### config.mk
export PLATFORM = sky130hd
export DESIGN_NAME = i2c_target_regs
export DESIGN_NICKNAME = d
export VERILOG_FILES = /design/src/rtl/i2c_pkg.sv /design/src/rtl/i2c_bus_sync.sv /design/src/rtl/i2c_target_regs.sv
export SDC_FILE = /design/constraint.sdc
export NUM_CORES = 1
export LEC_CHECK = 0
export CORE_UTILIZATION = 40
export DETAILED_ROUTE_END_ITERATION = 10
export DONT_BUFFER_PORTS = 1
export GPL_ROUTABILITY_DRIVEN = 0
export PLACE_DENSITY = 0.57
export SYNTH_ARGS = -nofsm -noshare
export SYNTH_HDL_FRONTEND = slang
export SYNTH_HIERARCHICAL = 1
export SYNTH_SLANG_ARGS = --single-unit
### constraint.sdc
create_clock -name core_clk -period 6.97 [get_ports core_clk]
set_clock_uncertainty 0.1 [all_clocks]
set_input_delay 1.394 -clock core_clk [delete_from_list [all_inputs] [get_ports core_clk]]
set_output_delay 1.394 -clock core_clk [all_outputs]
set_load 0.02 [all_outputs]
### src/rtl/i2c_pkg.sv
// Shared types and bus constants for the I2C register-file target.
`timescale 1ns/1ps
package i2c_pkg;

    typedef enum logic [3:0] {
        IDLE,
        ADDR,
        ADDR_ACK,
        PTR,
        PTR_ACK,
        WDATA,
        WDATA_ACK,
        RDATA,
        RDATA_ACK,
        IGNORE
    } i2c_tgt_state_t;

    localparam logic I2C_ACK     = 1'b0;
    localparam logic I2C_NACK    = 1'b1;
    localparam logic I2C_RW_READ = 1'b1;

endpackage

### src/rtl/i2c_bus_sync.sv
// Brings scl/sda into the core_clk domain and flags edges plus START/STOP.
`timescale 1ns/1ps
module i2c_bus_sync (
    input  logic core_clk,
    input  logic core_rst,
    input  logic scl_i,
    input  logic sda_i,
    output logic scl_rise,
    output logic scl_fall,
    output logic start_det,
    output logic stop_det,
    output logic sda_s
);

    logic scl_meta;
    logic scl_s;
    logic scl_prev;
    logic sda_meta;
    logic sda_prev;

    // Idle bus is high, so everything resets to 1 to avoid phantom edges.
    always_ff @(posedge core_clk or posedge core_rst) begin
        if (core_rst) begin
            scl_meta <= 1'b1;
            scl_s    <= 1'b1;
            scl_prev <= 1'b1;
            sda_meta <= 1'b1;
            sda_s    <= 1'b1;
            sda_prev <= 1'b1;
        end else begin
            scl_meta <= scl_i;
            scl_s    <= scl_meta;
            scl_prev <= scl_s;
            sda_meta <= sda_i;
            sda_s    <= sda_meta;
            sda_prev <= sda_s;
        end
    end

    assign scl_rise  = scl_s & ~scl_prev;
    assign scl_fall  = ~scl_s & scl_prev;
    assign start_det = scl_s & sda_prev & ~sda_s;
    assign stop_det  = scl_s & ~sda_prev & sda_s;

endmodule

### src/rtl/i2c_target_regs.sv
// EEPROM-style I2C target: pointer byte after the address, then auto-incrementing
// register writes or reads. Oversamples the bus on core_clk, never stretches scl.
`timescale 1ns/1ps
module i2c_target_regs #(
    parameter logic [6:0] TARGET_ADDR = 7'h50,
    parameter int         DEPTH       = 16,
    localparam int        PTR_W       = $clog2(DEPTH)
) (
    input  logic             core_clk,
    input  logic             core_rst,
    input  logic             scl_i,
    input  logic             sda_i,
    output logic             sda_oe,
    output logic             wr_valid,
    output logic [PTR_W-1:0] wr_addr,
    output logic [7:0]       wr_data,
    output logic             busy
);

    import i2c_pkg::*;

    logic scl_rise;
    logic scl_fall;
    logic start_det;
    logic stop_det;
    logic sda_s;

    i2c_tgt_state_t state;
    i2c_tgt_state_t state_next;

    logic [7:0]       shift;
    logic [2:0]       bit_cnt;
    logic             ack_phase;
    logic             rw;
    logic [PTR_W-1:0] pointer;
    logic [7:0]       regs [DEPTH];

    logic [7:0] rx_byte;
    logic       byte_done;
    logic       addr_match;

    i2c_bus_sync u_sync (
        .core_clk  (core_clk),
        .core_rst  (core_rst),
        .scl_i     (scl_i),
        .sda_i     (sda_i),
        .scl_rise  (scl_rise),
        .scl_fall  (scl_fall),
        .start_det (start_det),
        .stop_det  (stop_det),
        .sda_s     (sda_s)
    );

    assign rx_byte    = {shift[6:0], sda_s};
    assign byte_done  = scl_rise && (bit_cnt == 3'd7);
    assign addr_match = (rx_byte[7:1] == TARGET_ADDR) && (TARGET_ADDR != 7'h00);

    always_ff @(posedge core_clk or posedge core_rst) begin
        if (core_rst) begin
            state <= IDLE;
        end else begin
            state <= state_next;
        end
    end

    // ACK states span two scl_falls: the first starts driving, the second ends it.
    always_comb begin
        state_next = state;
        if (stop_det) begin
            state_next = IDLE;
        end else if (start_det) begin
            state_next = ADDR;
        end else begin
            case (state)
                ADDR:      if (byte_done) state_next = addr_match ? ADDR_ACK : IGNORE;
                ADDR_ACK:  if (scl_fall && ack_phase) state_next = (rw == I2C_RW_READ) ? RDATA : PTR;
                PTR:       if (byte_done) state_next = PTR_ACK;
                PTR_ACK:   if (scl_fall && ack_phase) state_next = WDATA;
                WDATA:     if (byte_done) state_next = WDATA_ACK;
                WDATA_ACK: if (scl_fall && ack_phase) state_next = WDATA;
                RDATA:     if (scl_fall && (bit_cnt == 3'd7)) state_next = RDATA_ACK;
                RDATA_ACK: begin
                    if (scl_rise && (sda_s == I2C_NACK)) begin
                        state_next = IGNORE;
                    end else if (scl_fall && ack_phase) begin
                        state_next = RDATA;
                    end
                end
                default:   state_next = state;
            endcase
        end
    end

    // Datapath mirrors the FSM decisions; START beats a coincident scl_rise.
    always_ff @(posedge core_clk or posedge core_rst) begin
        if (core_rst) begin
            sda_oe    <= 1'b0;
            wr_valid  <= 1'b0;
            wr_addr   <= '0;
            wr_data   <= 8'h00;
            busy      <= 1'b0;
            shift     <= 8'h00;
            bit_cnt   <= 3'd0;
            ack_phase <= 1'b0;
            rw        <= 1'b0;
            pointer   <= '0;
            for (int i = 0; i < DEPTH; i++) begin
                regs[i] <= 8'h00;
            end
        end else begin
            wr_valid <= 1'b0;
            if (stop_det) begin
                sda_oe    <= 1'b0;
                busy      <= 1'b0;
                bit_cnt   <= 3'd0;
                ack_phase <= 1'b0;
            end else if (start_det) begin
                sda_oe    <= 1'b0;
                bit_cnt   <= 3'd0;
                ack_phase <= 1'b0;
            end else begin
                case (state)
                    ADDR: begin
                        if (scl_rise) begin
                            shift   <= rx_byte;
                            bit_cnt <= bit_cnt + 3'd1;
                            if (bit_cnt == 3'd7) begin
                                rw   <= rx_byte[0];
                                busy <= addr_match;
                            end
                        end
                    end
                    PTR: begin
                        if (scl_rise) begin
                            shift   <= rx_byte;
                            bit_cnt <= bit_cnt + 3'd1;
                            if (bit_cnt == 3'd7) begin
                                pointer <= rx_byte[PTR_W-1:0];
                            end
                        end
                    end
                    WDATA: begin
                        if (scl_rise) begin
                            shift   <= rx_byte;
                            bit_cnt <= bit_cnt + 3'd1;
                            if (bit_cnt == 3'd7) begin
                                regs[pointer] <= rx_byte;
                                wr_valid      <= 1'b1;
                                wr_addr       <= pointer;
                                wr_data       <= rx_byte;
                                pointer       <= pointer + PTR_W'(1);
                            end
                        end
                    end
                    ADDR_ACK, PTR_ACK, WDATA_ACK: begin
                        if (scl_fall) begin
                            if (!ack_phase) begin
                                sda_oe    <= ~I2C_ACK;
                                ack_phase <= 1'b1;
                            end else begin
                                ack_phase <= 1'b0;
                                bit_cnt   <= 3'd0;
                                if ((state == ADDR_ACK) && (rw == I2C_RW_READ)) begin
                                    shift  <= regs[pointer];
                                    sda_oe <= ~regs[pointer][7];
                                end else begin
                                    sda_oe <= 1'b0;
                                end
                            end
                        end
                    end
                    RDATA: begin
                        if (scl_fall) begin
                            if (bit_cnt == 3'd7) begin
                                sda_oe  <= 1'b0;
                                bit_cnt <= 3'd0;
                                pointer <= pointer + PTR_W'(1);
                            end else begin
                                shift   <= {shift[6:0], 1'b0};
                                sda_oe  <= ~shift[6];
                                bit_cnt <= bit_cnt + 3'd1;
                            end
                        end
                    end
                    RDATA_ACK: begin
                        if (scl_rise && (sda_s == I2C_ACK)) begin
                            ack_phase <= 1'b1;
                        end else if (scl_fall && ack_phase) begin
                            ack_phase <= 1'b0;
                            bit_cnt   <= 3'd0;
                            shift     <= regs[pointer];
                            sda_oe    <= ~regs[pointer][7];
                        end
                    end
                    default: begin
                        sda_oe <= 1'b0;
                    end
                endcase
            end
        end
    end

endmodule

== After elaboration in Yosys (flattened, before gate mapping) ==
Cells that the tools add are included.

* Output and inout port bits: 15
* Input bits: 4
* Bits in registers: 169

* Add/subtract/negate cells: 2
* Magnitude comparators: 2
* Equality and inequality tests: 37
* Bitwise operators: 15
* Mux-type cells: 71
* Reductions and logical operators: 27

{| class="wikitable"
|+ Operators with widths
! cell !! number
|-
| $bwmux W128 || 1
|-
| $mux W4 || 16
|-
| $mux W7 || 8
|-
| $ne A4 B4 Y1 const B || 9
|-
| $bmux W8 S4 || 1
|-
| $demux W8 S4 || 1
|-
| $mux W3 || 10
|-
| $pmux W4 S7 || 1
|-
| $pmux W7 S4 || 1
|-
| $mux W1 || 25
|-
| $mux W8 || 3
|-
| $ne A2 B2 Y1 const B || 10
|-
| $eq A4 B3 Y1 const B || 4
|-
| $reduce_and A5 Y1 || 3
|-
| $reduce_and A7 Y1 || 2
|-
| $pmux W3 S4 || 1
|-
| $pmux W4 S3 || 1
|-
| $reduce_and A11 Y1 || 1
|-
| $ne A5 B5 Y1 const B || 2
|-
| $reduce_bool A9 Y1 || 1
|-
| $eq A4 B2 Y1 const B || 2
|-
| $ne A4 B1 Y1 const B || 2
|-
| $not A1 Y1 || 8
|-
| $reduce_and A8 Y1 || 1
|-
| 24 further kinds || 40
|}

== Logic depth before layout (Yosys ltp) ==
* Depth in word-level cells: 11
* Mapped depth: 8
* Depth with buffers taken out: 7

== By module ==
Netlist, hierarchy kept.

{| class="wikitable"
|+ By module, submodules not included
! module !! seq. area each (sq um) !! cells an instance !! times used !! area an instance (sq um)
|-
| i2c_target_regs || 4078.9 || 626 || 1 || 8179.1
|-
| i2c_bus_sync || 157.7 || 11 || 1 || 193.9
|}

== Worst setup path after synthesis ==
No wires, ideal clock.

* Path kind: register to register
* From: register u_sync.sda_s
* To: register wr_addr[0]
* Cell stages (with the launch flop): 8
* Path buffers: 3
* Required time: 6745 ps
* Arrival time: 2171 ps
* Slack: 4575 ps
* Cells stage by stage: dfstp_2 -> and3b_1 -> or2_1 -> buf_2 -> nor4_4 -> buf_4 -> buf_2 -> mux2_2

* Cells in the longest elaborated chain, start to end: 4
* Elaborated cells on any way between the ends: 6

{| class="wikitable"
|+ RTL lines
! item !! line !! RTL
|-
| start, declared || i2c_bus_sync.sv:12 || <nowiki>output logic sda_s</nowiki>
|-
| start signal, assigned || i2c_bus_sync.sv:35 || <nowiki>sda_s <= sda_meta;</nowiki>
|-
| $not A1 Y1 || i2c_bus_sync.sv:42 || <nowiki>assign start_det = scl_s & sda_prev & ~sda_s;</nowiki>
|-
| $and A1 B1 Y1 || i2c_bus_sync.sv:42 ||
|-
| net start_det || i2c_target_regs.sv:24 || <nowiki>logic start_det;</nowiki>
|-
| $not A1 Y1 (no line) || - ||
|-
| $reduce_and A5 Y1 (no line) || - ||
|-
| end signal, assigned || i2c_target_regs.sv:149 || <nowiki>wr_addr <= pointer;</nowiki>
|-
| end, declared || i2c_target_regs.sv:15 || <nowiki>output logic [PTR_W-1:0] wr_addr,</nowiki>
|}

The timed path passes the listed nets, and every way through them passes these cells.
A chain may end at the register's enable or synchronous reset.

== Worst setup path in the final report ==
* From: register u_sync.sda_s
* To: register regs[104] (netlist name)

* Cells in the longest elaborated chain, start to end: 4
* Elaborated cells on any way between the ends: 7

{| class="wikitable"
|+ RTL lines
! item !! line !! RTL
|-
| $not A1 Y1 || i2c_bus_sync.sv:42 ||
|-
| $and A1 B1 Y1 || i2c_bus_sync.sv:42 ||
|-
| net start_det || i2c_target_regs.sv:24 ||
|-
| $not A1 Y1 (no line) || - ||
|-
| $reduce_and A5 Y1 (no line) || - ||
|-
| end signal, assigned by index || i2c_target_regs.sv:147 || <nowiki>regs[pointer] <= rx_byte;</nowiki>
|-
| end, declared || i2c_target_regs.sv:36 || <nowiki>logic [7:0] regs [DEPTH];</nowiki>
|}

The timed path passes the listed nets, and every way through them passes these cells.

==> flow_summary.toml <==
[outcome]
status = "finished, final reports clean"

[run]
cap_violations = 0

[floorplan]
fp.coreArea_sq_um = 20360
rows = 52
die_x_um = 146.7
die_h_um = 146.7
initial_core_util = 0.4112
io_pins = 19
die_area_sq_um = 21520

[global_route]
use_met2 = 0.3164
grt_max_degree = 110
use_met3 = 0.03438
top_usage_layer = "met2"
grt_pass1_vias = 5486
grtUsageTotal = 0.1974
grt_pass1_wl_um = 31940
use_met1 = 0.2697
gr-total-overflow = 0
antenna_found_initial = 0

[routing]
routed_wirelength_um = 19910
wl_per_cell_um = 22.20
via_per_inst = 5.787
drc_errors = 0
first_pass_iters = 5
drtIter0Drc = 302
via_count = 5191
antenna_left = 0

[pwr]
vdd_ir_drop_max_mv = 0.1640
cellPowerDensity_nw_per_um2 = 344.1
finalPower_mw = 3.156
leakage_nw = 4.380

[clock_network]
cts_buffer_depth = 2
clock_latency_ps = 430
htreeDepth = 4
path_clk_slew_ps = 70
post_cts_buffers = 0
postCtsHoldBufs = 0
cts_resized = 0
tritoncts = "yes"
cts_inserted_buffers = 17
cts.sinks = 169
clock-root-buffer = "clkbuf_16"

[yosys]
yosysMostFrequentCell = "dfrtp_1"
yosys_register_bits = 169
synth_top_cell_by_area = "dfrtp_1"
synth_ff_type = "dfrtp_1"
yosys-top-cells-count = "163 x dfrtp_1, 146 x mux2_2, 53 x mux2i_1"
synth_top_area_share = 0.4871
avgSynthCellArea_sq_um = 13.14
synth_edf_count = 0
ys_seq_area_frac = 0.5060
yosys_warnings = 6
postSynth.asyncResetShare = 1.000
synthTopCellsByArea = "dfrtp_1 49%, mux2_2 20%, mux2i_1 6.3%, a22oi_1 2.3%, dfstp_2 1.9%"
syn_area_sq_um = 8373
syn_nets = 647
synthCells = 637
synth.distinct_cells = 65

[timing]
grt_setup_unrepaired = "false"
post-route-period-util = 0.4715
hold_viol_final = 0
setup-tns-final_ps = 0
max_freq_mhz = 304.3
tightest_slew_ps = 1229
relSlewSlack = 0.1791
drv_slew = 0
setup_viol = 0
period_minus_slack_ps = 3286

[setup_path]
crit_path_top_delay_cell = "dfstp_2"
worstPathCellList = "and3b_1, or2_1, nor4_4, buf_4, nand3_2, mux2_2"
max_stage_delay_ps = 840
cp-end-kind = "register"
worstPathRequired_ps = 7180
r2r-end = "regs[104]"
reg2reg_from = "u_sync/sda_s"
cp-start-kind = "register"
path_max_fanout = 29
criticalPathCategory = "reg -> reg"
reg2reg_slack_ps = 3680
arrival_ps = 3490
worstRegToRegCells = 6

[min_path]
min_path_cells = 0
hold-path-endpoint = "u_sync/sda_s"
hp-class = "reg -> reg"
hold_start = "u_sync/sda_meta"

[final_layout]
drive_above_1_share = 0.3604
fill_cells = 1857
layout.nets = 625
num_antenna_cells = 0
area_growth_pct = 9.534

[placed_design]
place_hpwl_um = 12840
portBuffers = 0
## layer usage
layer	wire, um	vias to the layer above
met5	0	-
met2	9697	107
met4	379	0
met1	8998	2714
li1	-	2343
met3	837	27
## where the power goes
part | total [mW] | internal, mW | switching (mW)
registers | 1.31 | 1.03 | 0.280
logic | 0.851 | 0.347 | 0.504
clock network | 0.994 | 0.582 | 0.412
## cell usage in the layout, fill, tap and decap left out, types with 3 or more instances in the layout
cell         n
mux2i_1     53
nand3_1     14
mux2_1       5
ha_1         6
nor3_1       4
inv_1        5
nand3_2      7
mux2_2     146
nand4_4      4
o211ai_1     4
a22oi_1     26
a311oi_1     3
a211oi_1     6
nor2b_1      9
nand3_4      5
mux4_2       6
nand2_1     22
inv_6        7
nand2b_1     4
a21oi_1     14
a32oi_1      6
nor2_1      10
dfrtp_1    162
nor3b_1      3
bufinv_16    3
dfstp_2      6
a31oi_1      4
buf_4        6
clkbuf_16   17
o21ai_0     10
## per-stage QoR
| stage | worst slack [ps] | cells | hold slack [ps] | utilization | area [sq um] |
|---|---|---|---|---|---|
| 2_1_floorplan | 1071 | 637 | 245.2 | - | 8373 |
| 3_3_place_gp | 3739 | 866 | 248.6 | 0.4200 | 8553 |
| 3_5_place_dp | 3689 | 866 | 252.2 | 0.4200 | 8553 |
| 4_1_cts | 3677 | 897 | 251.1 | 0.4504 | 9171 |
| 5_1_grt | 3494 | 897 | 253.4 | 0.4504 | 9171 |
| 6_report | 3684 | 897 | 252.5 | 0.4504 | 9171 |
## cells by family after synthesis
| logic type | synth area share |
|---|---|
| compound gates | 0.08652 |
| fa+ha+maj | 0.008966 |
| mux | 0.2826 |
| flops | 0.5060 |
| buf+inv | 0.02839 |
| simple gates | 0.08757 |
## sequential cells by signal, summed over array words and instances (netlist names), 3 cells and up
| register | flops |
|---|---|
| wr_data | 8 |
| state | 4 |
| bit_cnt | 3 |
| pointer | 4 |
| regs | 128 |
| shift | 7 |
| wr_addr | 4 |
## worst max-delay path by stage
| stage | from | to | depth (start not counted) |
|---|---|---|---|
| floorplan | core_rst | ack_phase | 1 |
| global placement | u_sync/sda_s | regs[106] | 6 |
| detailed placement | u_sync/sda_s | regs[46] | 6 |
| CTS | u_sync/sda_s | regs[40] | 6 |
| global route | u_sync/sda_s | regs[105] | 6 |
| finish | u_sync/sda_s | regs[104] | 6 |
## critical path: cells and delay by family, from the launching register on
family | cells | cell delay [ps]
buffers and inverters | 1 | 520
flip-flops | 1 | 840
multiplexers | 1 | 370
AND/OR/NAND/NOR | 4 | 1310
## cell type report
class                           count  area, sq um  share of cell area
Tap cell                          270        337.8             0.03683
Sequential cell                   169         4240              0.4623
Inverter                            7        31.28            0.003411
Multi-Input combinational cell    414         3899              0.4251
Clock buffer                       18        439.2             0.04789
Timing Repair Buffer                6        45.04            0.004911
Clock inverter                     13        178.9             0.01951
Power figures use the tool's default switching activity.
